==> src/rtl/johnson_pkg.sv <==
// ============================================================================
// Module      : johnson_pkg
// Description : Johnson-code constants and helpers (legality check, next code)
// Revision    : 1.0 - initial release
// ============================================================================
`default_nettype none

package johnson_pkg;

  // Widest Johnson code the helpers accept; callers zero-extend narrower codes.
  localparam int unsigned JC_MAX_W = 64;

  localparam logic [JC_MAX_W-1:0] JC_ZERO = '0;

  function automatic logic [JC_MAX_W-1:0] jc_mask(input int unsigned w);
    logic [JC_MAX_W-1:0] m;
    if (w >= JC_MAX_W) m = '1;
    else               m = (JC_MAX_W'(1) << w) - JC_MAX_W'(1);
    return m;
  endfunction

  // Legal codes are 0..01..1 or its complement within the low w bits.
  function automatic logic jc_is_legal(input logic [JC_MAX_W-1:0] jc,
                                       input int unsigned         w);
    logic [JC_MAX_W-1:0] m;
    logic [JC_MAX_W-1:0] v;
    logic [JC_MAX_W-1:0] nv;
    m  = jc_mask(w);
    v  = jc & m;
    nv = ~jc & m;
    return (((v & (v + JC_MAX_W'(1))) & m) == '0) ||
           (((nv & (nv + JC_MAX_W'(1))) & m) == '0);
  endfunction

  function automatic logic [JC_MAX_W-1:0] jc_next(input logic [JC_MAX_W-1:0] jc,
                                                  input int unsigned         w);
    logic msb;
    msb = |(jc & (JC_MAX_W'(1) << (w - 1)));
    return ((jc << 1) | JC_MAX_W'(~msb)) & jc_mask(w);
  endfunction

endpackage

`default_nettype wire

==> src/rtl/sync_dff_chain_arn.sv <==
// ============================================================================
// Module      : sync_dff_chain_arn
// Description : N-stage, W-bit flop synchronizer, async active-low reset to 0
// Revision    : 1.0 - initial release
// ============================================================================
`default_nettype none

module sync_dff_chain_arn #(
  parameter int N = 2,
  parameter int W = 1
) (
  input  logic         i_clk,
  input  logic         i_rst_n,
  input  logic [W-1:0] i_d,
  output logic [W-1:0] o_q
);

  logic [N-1:0][W-1:0] r_stage;

  always_ff @(posedge i_clk or negedge i_rst_n) begin
    if (!i_rst_n) r_stage <= '0;
    else          r_stage <= {r_stage[N-2:0], i_d};
  end

  assign o_q = r_stage[N-1];

endmodule

`default_nettype wire

==> src/rtl/johnson_ptr_sync.sv <==
// ============================================================================
// Module      : johnson_ptr_sync
// Description : Synchronizes a remote Johnson pointer, filters illegal samples
//               and reports them (pulse, sticky flag, saturating counter)
// Revision    : 1.0 - initial release
// ============================================================================
`default_nettype none

module johnson_ptr_sync
  import johnson_pkg::*;
#(
  parameter int    JCW           = 10,
  parameter int    SYNC_STAGES   = 3,
  parameter int    CNT_W         = 8,
  parameter string INSTANCE_NAME = ""
) (
  input  logic             i_clk,
  input  logic             i_rst_n,
  input  logic [JCW-1:0]   i_remote_jc,
  input  logic             i_clr_err,
  output logic [JCW-1:0]   o_jc_sync,
  output logic             o_jc_valid,
  output logic             o_illegal,
  output logic             o_err_sticky,
  output logic [CNT_W-1:0] o_illegal_cnt
);

  localparam int         WARM_W    = $clog2(SYNC_STAGES + 1);
  localparam [WARM_W-1:0] c_warm_end = WARM_W'(SYNC_STAGES);
  localparam [CNT_W-1:0]  c_cnt_max  = {CNT_W{1'b1}};

  if (SYNC_STAGES < 2) begin : g_chk_sync_stages
    $fatal(1, "%s: SYNC_STAGES must be >= 2", INSTANCE_NAME);
  end
  if (JCW < 2) begin : g_chk_jcw
    $fatal(1, "%s: JCW must be >= 2", INSTANCE_NAME);
  end

  logic [JCW-1:0]   w_s_jc;
  logic             w_legal;
  logic             w_flag;
  logic [JCW-1:0]   r_jc_sync;
  logic             r_valid;
  logic [WARM_W-1:0] r_warm_cnt;
  logic             r_illegal;
  logic             r_sticky;
  logic [CNT_W-1:0] r_cnt;

  sync_dff_chain_arn #(
    .N (SYNC_STAGES),
    .W (JCW)
  ) u_sync (
    .i_clk   (i_clk),
    .i_rst_n (i_rst_n),
    .i_d     (i_remote_jc),
    .o_q     (w_s_jc)
  );

  assign w_legal = jc_is_legal(JC_MAX_W'(w_s_jc), JCW);
  // Illegal samples are only reported once the chain holds real remote data.
  assign w_flag  = r_valid && !w_legal;

  always_ff @(posedge i_clk or negedge i_rst_n) begin
    if (!i_rst_n) begin
      r_jc_sync  <= JC_ZERO[JCW-1:0];
      r_valid    <= 1'b0;
      r_warm_cnt <= '0;
      r_illegal  <= 1'b0;
      r_sticky   <= 1'b0;
      r_cnt      <= '0;
    end else begin
      if (w_legal) r_jc_sync <= w_s_jc;

      if (!r_valid) begin
        if (r_warm_cnt == c_warm_end) r_valid    <= 1'b1;
        else                          r_warm_cnt <= r_warm_cnt + 1'b1;
      end

      r_illegal <= w_flag;

      if (i_clr_err) begin
        r_sticky <= 1'b0;
        r_cnt    <= '0;
      end else if (w_flag) begin
        r_sticky <= 1'b1;
        if (r_cnt != c_cnt_max) r_cnt <= r_cnt + 1'b1;
      end
    end
  end

  assign o_jc_sync     = r_jc_sync;
  assign o_jc_valid    = r_valid;
  assign o_illegal     = r_illegal;
  assign o_err_sticky  = r_sticky;
  assign o_illegal_cnt = r_cnt;

endmodule

`default_nettype wire

==> config.mk <==
export PLATFORM = sky130hd
export DESIGN_NAME = johnson_ptr_sync
export DESIGN_NICKNAME = d
export VERILOG_FILES = /design/src/rtl/johnson_pkg.sv /design/src/rtl/sync_dff_chain_arn.sv /design/src/rtl/johnson_ptr_sync.sv
export SDC_FILE = /design/constraint.sdc
export NUM_CORES = 1
export LEC_CHECK = 0
export CAP_MARGIN = 20
export CORE_ASPECT_RATIO = 1.2
export CORE_MARGIN = 8
export CORE_UTILIZATION = 51
export DETAILED_ROUTE_END_ITERATION = 7
export GPL_TIMING_DRIVEN = 0
export PLACE_DENSITY = 0.78
export SLEW_MARGIN = 25
export SYNTH_ARGS = -nofsm -noshare
export SYNTH_HDL_FRONTEND = slang
export SYNTH_SLANG_ARGS = --single-unit
export TNS_END_PERCENT = 10
==> constraint.sdc <==
create_clock -name i_clk -period 1.89 [get_ports i_clk]
set_input_delay 0.2835 -clock i_clk [delete_from_list [all_inputs] [get_ports i_clk]]
set_output_delay 0.2835 -clock i_clk [all_outputs]
set_load 0.03 [all_outputs]
# Yosys cells after proc, flatten, opt, wreduce, memory -nomap -nowiden
# Index checks and enable logic that the tools add are counted.
# op_classes
mux,7
add_sub_neg,4
n_bitwise,5
reduce_logical,9
n_eq_ne,2
# op_table
operator,n
$logic_not 64->1,2
$mux 8,3
$add 10x1->10 const B,2
$and 10x10->10,2
$not 10->10,1
$add 8x1->8 const B,1
$ne 8x8->1 const B,1
$mux 1,4
$reduce_and 2->1,2
$reduce_bool 2->1,2
$add 2x1->2 const B,1
$eq 2x2->1 const B,1
$not 1->1,2
$logic_and 1x1->1,1
$logic_not 1->1,1
$logic_or 1x1->1,1
# word_totals
register_bits,53
in_bits,13

# Depth between registers and ports, before layout
# depth
ltp_word,9
mapped_depth,7
ltp_nobuf,6

# By module
# Synthesis repeated with hierarchy kept, for this count alone.
# hier_totals
hier_cells,146
hier_area_um2,1985.7
# modules_own_cells
mod,seq_area_each_um2,cells_each,area_each_um2,n_inst
johnson_ptr_sync,575.6,106,1159.9,1
sync_dff_chain_arn,750.7,40,825.8,1

# Worst setup path after synthesis
# OpenSTA, ideal clock, no wires.
# synth_path
kind,register -> register
start,"register r_cnt[3], in the netlist o_illegal_cnt[3]"
end,"register r_cnt[6], in the netlist o_illegal_cnt[6]"
t_arrival_ns,1.507
stages_incl_launch_ff,6
path_slack_ns,0.256
setup_ns,0.127
n_path_buf,0
period_less_slack_ns,1.634
required_time_ns,1.763
path_cell_list,dfrtp_1 and4_1 nand2_1 and3_1 nand4_1 mux2_1
# synth_between
elab_chain_cells,4
# synth_rtl
item,line_no,text
from (decl),johnson_ptr_sync.sv:47,logic [CNT_W-1:0] r_cnt;
from (signal assigned),johnson_ptr_sync.sv:86,if (r_cnt != c_cnt_max) r_cnt <= r_cnt + 1'b1;
$add 8x1->8,johnson_ptr_sync.sv:86,
$mux 8,johnson_ptr_sync.sv:86,
$mux 8,johnson_ptr_sync.sv:84,end else if (w_flag) begin
$mux 8,johnson_ptr_sync.sv:81,if (i_clr_err) begin
# Parallel ways exist; a longest one is shown, timed or not. The select of a mux whose other input is x is not followed.
# A chain may end at the register's enable or synchronous reset.

# Worst setup path in the final report
# layout_path
start,register u_sync.r_stage (netlist bit u_sync.o_q[4])
end,"register r_cnt[4], in the netlist o_illegal_cnt[4]"
# layout_between
elab_chain_cells,9
# layout_rtl
item,line_no,text
from (decl),sync_dff_chain_arn.sv:18,logic [N-1:0][W-1:0] r_stage;
from (signal assigned),sync_dff_chain_arn.sv:22,"else r_stage <= {r_stage[N-2:0], i_d};"
$not 10->10,johnson_pkg.sv:30,nv = ~jc & m;
$add 10x1->10,johnson_pkg.sv:32,(((nv & (nv + JC_MAX_W'(1))) & m) == '0);
$and 10x10->10,johnson_pkg.sv:32,
$logic_not 64->1,johnson_pkg.sv:32,
$logic_or 1x1->1 (*),johnson_pkg.sv:31,return (((v & (v + JC_MAX_W'(1))) & m) == '0) ||
$logic_not 1->1 (*),johnson_ptr_sync.sv:61,assign w_flag = r_valid && !w_legal;
$logic_and 1x1->1 (*),johnson_ptr_sync.sv:61,
$reduce_bool 2->1 (no source line) (*),-,
$reduce_and 2->1 (no source line) (*),-,
# Mark *: on every way between the ends. The rest lies on a longest branch, timed or not.

==> run_results.csv <==
group,metric,value,unit
placed_design,io_buffers,33,
timing,slew_viol_final,0,
yosys,synth_area,1900,sq um
yosys,ys_ff_latch,53,
setup_path,worstPathArrival,1960,ps
timing,rsz0062_at_grt,"false",
setup_path,cp-start-kind,"register",
timing,worstMarginPinSlew,626,ps
timing,finClkSkew,3.77,ps
routing,viasPerCell,5.50,
timing,hold_violations,0,
routing,antenna_left,0,
global_route,grt_use_total,12.7,%
cts,clkTransAtPathRegs,90,ps
min_path,min_path_type,"reg -> reg",
placed_design,detailed_place_hpwl,2.47,mm
timing,fin_crit,1770,ps
floorplan,initial_core_util,52.7,%
timing,max_freq,0.565,GHz
placed_design,place.gp.congestion,0.781,
cts,clk_path_buf_depth,2,
cts,postCtsSetupRepairBufs,0,
global_route,first_global_vias,1264,
placed_design,placement.cell_area,2280,sq um
cts,clkLatencyLatePin,310,ps
power_and_ir_drop,p_comb_share,20.1,%
cells_and_area,area_delta_synth_final,26.6,%
global_route,grt_pass1_wl,6.04,mm
yosys,syn_inst,137,
routing,routed-via-count,1200,
global_route,antenna_found_initial,0,
floorplan,die_y,82.9,microns
routing,totalWireLength,3.40,mm
cts,cts_inserted_buffers,5,
floorplan,rows,24,
cts,htree_levels,2,
cells_and_area,drive_gt1_share,12.8,%
global_route,grt-ovfl-total,0,
routing,route.detailed.drc,0,
routing,firstDrtPassIters,4,
timing,setup_viol,0,
global_route,grt_max_degree,54,
power_and_ir_drop,peakVddDrop,0.638,mV
cells_and_area,post-route-util,66.8,%
routing,dr.first_iter.drc_count,57,
yosys,syn_avg_cell_area,13.9,sq um
timing,relSlewSlack,58.3,%
cells_and_area,n_antenna_cell,0,
setup_path,crit_type,"reg -> reg",
power_and_ir_drop,p_clk_share,29.7,%
timing,finalCritPeriodShare,93.7,%
setup_path,critical_path.max_fanout,10,
job,max_cap_viol_count,0,
floorplan,core_region_area,3600,sq um
power_and_ir_drop,cellPowerDensity,1090,nW/um^2
cts,postCtsHoldBufs,1,
yosys,yosys_warnings,0,
cts,cts_resized,0,
power_and_ir_drop,seqPwrFrac,50.1,%
power_and_ir_drop,power.share.switching,27.9,%
setup_path,worstPathCellList,"nand2b_1 > o211ai_1 > nor4_2 > a31oi_2 > buf_6 > nand4_1 > mux2_1",
cts,cts_tree,"done",
setup_path,worstSetupEndpointType,"register",
setup_path,slowest_delay,420,ps
yosys,ys_seq_area_share,69.8,%
power_and_ir_drop,power.leakage,1.05,nW
power_and_ir_drop,p_int,0.00189,W
status,status,"complete, no violations",
setup_path,worstPathBufferInverterCount,1,
cts,ctsRootBufferMaster,"clkbuf_8",
setup_path,cp_top_family,"flip-flops",
floorplan,ios,34,
power_and_ir_drop,switchingPower,0.000734,W
floorplan,die_x,71.7,microns
setup_path,cp_data_required_time,2080,ps
cells_and_area,fin_area,2410,sq um
floorplan,dieArea,5940,sq um
cells_and_area,finalNetCount,193,
yosys,netlist-cell-type-count,32,
routing,wl_per_cell,15.6,microns
yosys,synth_nets,152,
cts,cts.sinks,53,
setup_path,critPathSlowestCell,"dfrtp_1",
cells_and_area,fillCellCount,265,
-- cell type report --
class                      count  area, sq um  share of cell area [%]
timing repair buffer          34          338                    14.0
multi-input combinational     74          528                    21.9
tap                           39         48.8                    2.03
clock buffer                   5         68.8                    2.86
sequential                    53         1330                    55.1
buffer                         4         23.8                   0.988
inverter                       6         22.5                   0.936
clock inverter                 3         50.0                    2.08
-- path summary, 6_finish.rpt --
path                            slack, ps               end                from  depth (start not counted)
worst max-delay path                  120  o_illegal_cnt[4]       u_sync.o_q[4]                          7
worst min-delay path                  350     u_sync.o_q[1]  u_sync.r_stage[11]                          0
worst max register to register        120  o_illegal_cnt[4]       u_sync.o_q[4]                          7
worst min register to register        350     u_sync.o_q[1]  u_sync.r_stage[11]                          0
max in group asynchronous             950     u_sync.o_q[5]             i_rst_n                          2
min in group asynchronous             520  o_illegal_cnt[2]             i_rst_n                          2
-- power by group through the flow --
stage / logic [W] / registers [W] / clock network [W]
2_1_floorplan: 0.000112 / 0.00150 / 0
3_3_place_gp: 0.000522 / 0.00133 / 0
3_5_place_dp: 0.000535 / 0.00134 / 0
4_1_cts: 0.000538 / 0.00132 / 0.000801
5_1_grt: 0.000570 / 0.00133 / 0.000846
6_report: 0.000529 / 0.00132 / 0.000781
-- synthesized netlist by cell type --
library cell / number / area (sq um)
nor3_1: 1 / 5.00
and2_4: 1 / 8.76
a222oi_1: 1 / 10.0
mux2_4: 1 / 15.0
nor4_2: 1 / 12.5
and2_1: 1 / 6.26
mux2_1: 3 / 33.8
buf_6: 1 / 11.3
nand2_1: 5 / 18.8
and3_1: 4 / 25.0
a31o_1: 2 / 17.5
a31oi_1: 2 / 12.5
nand2b_1: 4 / 25.0
a311oi_1: 3 / 26.3
a31oi_2: 1 / 12.5
o211ai_1: 1 / 7.51
inv_1: 6 / 22.5
buf_2: 1 / 5.00
nand3_1: 1 / 5.00
and4_1: 1 / 8.76
o21a_1: 1 / 7.51
o21ai_0: 4 / 20.0
dfrtp_1: 53 / 1330
a21oi_1: 5 / 25.0
xor2_1: 1 / 8.76
mux2_2: 8 / 90.1
nor2_1: 11 / 41.3
clkbuf_1: 2 / 7.51
mux2i_1: 1 / 10.0
nand4_1: 4 / 25.0
ha_1: 2 / 25.0
nor2b_1: 4 / 25.0
-- state kept, by name (all words and copies together) (netlist names) --
| name | flops |
|---|---|
| o_err_sticky | 1 |
| o_illegal | 1 |
| o_illegal_cnt | 8 |
| o_jc_sync | 10 |
| o_jc_valid | 1 |
| r_warm_cnt | 2 |
| u_sync.o_q | 10 |
| u_sync.r_stage | 20 |
-- metrics by stage --
stage | instances | setup slack [ps] | TNS (ps) | hold slack [ps] | power, W
global route | 218 | 12.9 | 0 | 363 | 0.00275
detailed placement | 209 | 91.6 | 0 | 335 | 0.00187
finish | 218 | 119 | 0 | 355 | 0.00262
CTS | 218 | 108 | 0 | 357 | 0.00266
global placement | 209 | -806 | -42590 | 332 | 0.00185
floorplan | 137 | 256 | 0 | -12.1 | 0.00161
-- layer usage --
layer | GRT usage [%] | up-vias | share of wire [%]
li1 | - | 555 | -
met1 | 14.3 | 600 | 39
met2 | 20.4 | 37 | 53
met3 | 5.05 | 8 | 5.9
met4 | 5.59 | 0 | 2.2
met5 | 0 | - | 0
-- logic make-up after synthesis --
family / count (synthesis) / share of synthesized area [%]
flip-flops: 53 / 69.8
AND/OR/NAND/NOR: 38 / 10.9
AO/OA/AOI/OAI: 20 / 7.31
multiplexers: 13 / 7.83
buffers and inverters: 10 / 2.44
adder cells (fa/ha/maj): 2 / 1.32
XOR/XNOR: 1 / 0.461
-- layout by cell type (no fill, tap or decap), drive strengths merged, types with 5 or more instances in the layout --
cell type	count
nand2	5
mux2	12
dfrtp	53
clkdlybuf4s50	32
a21oi	5
nor2	11
clkbuf	7
inv	7
Note: power is estimated with default switching activity, not from simulation.
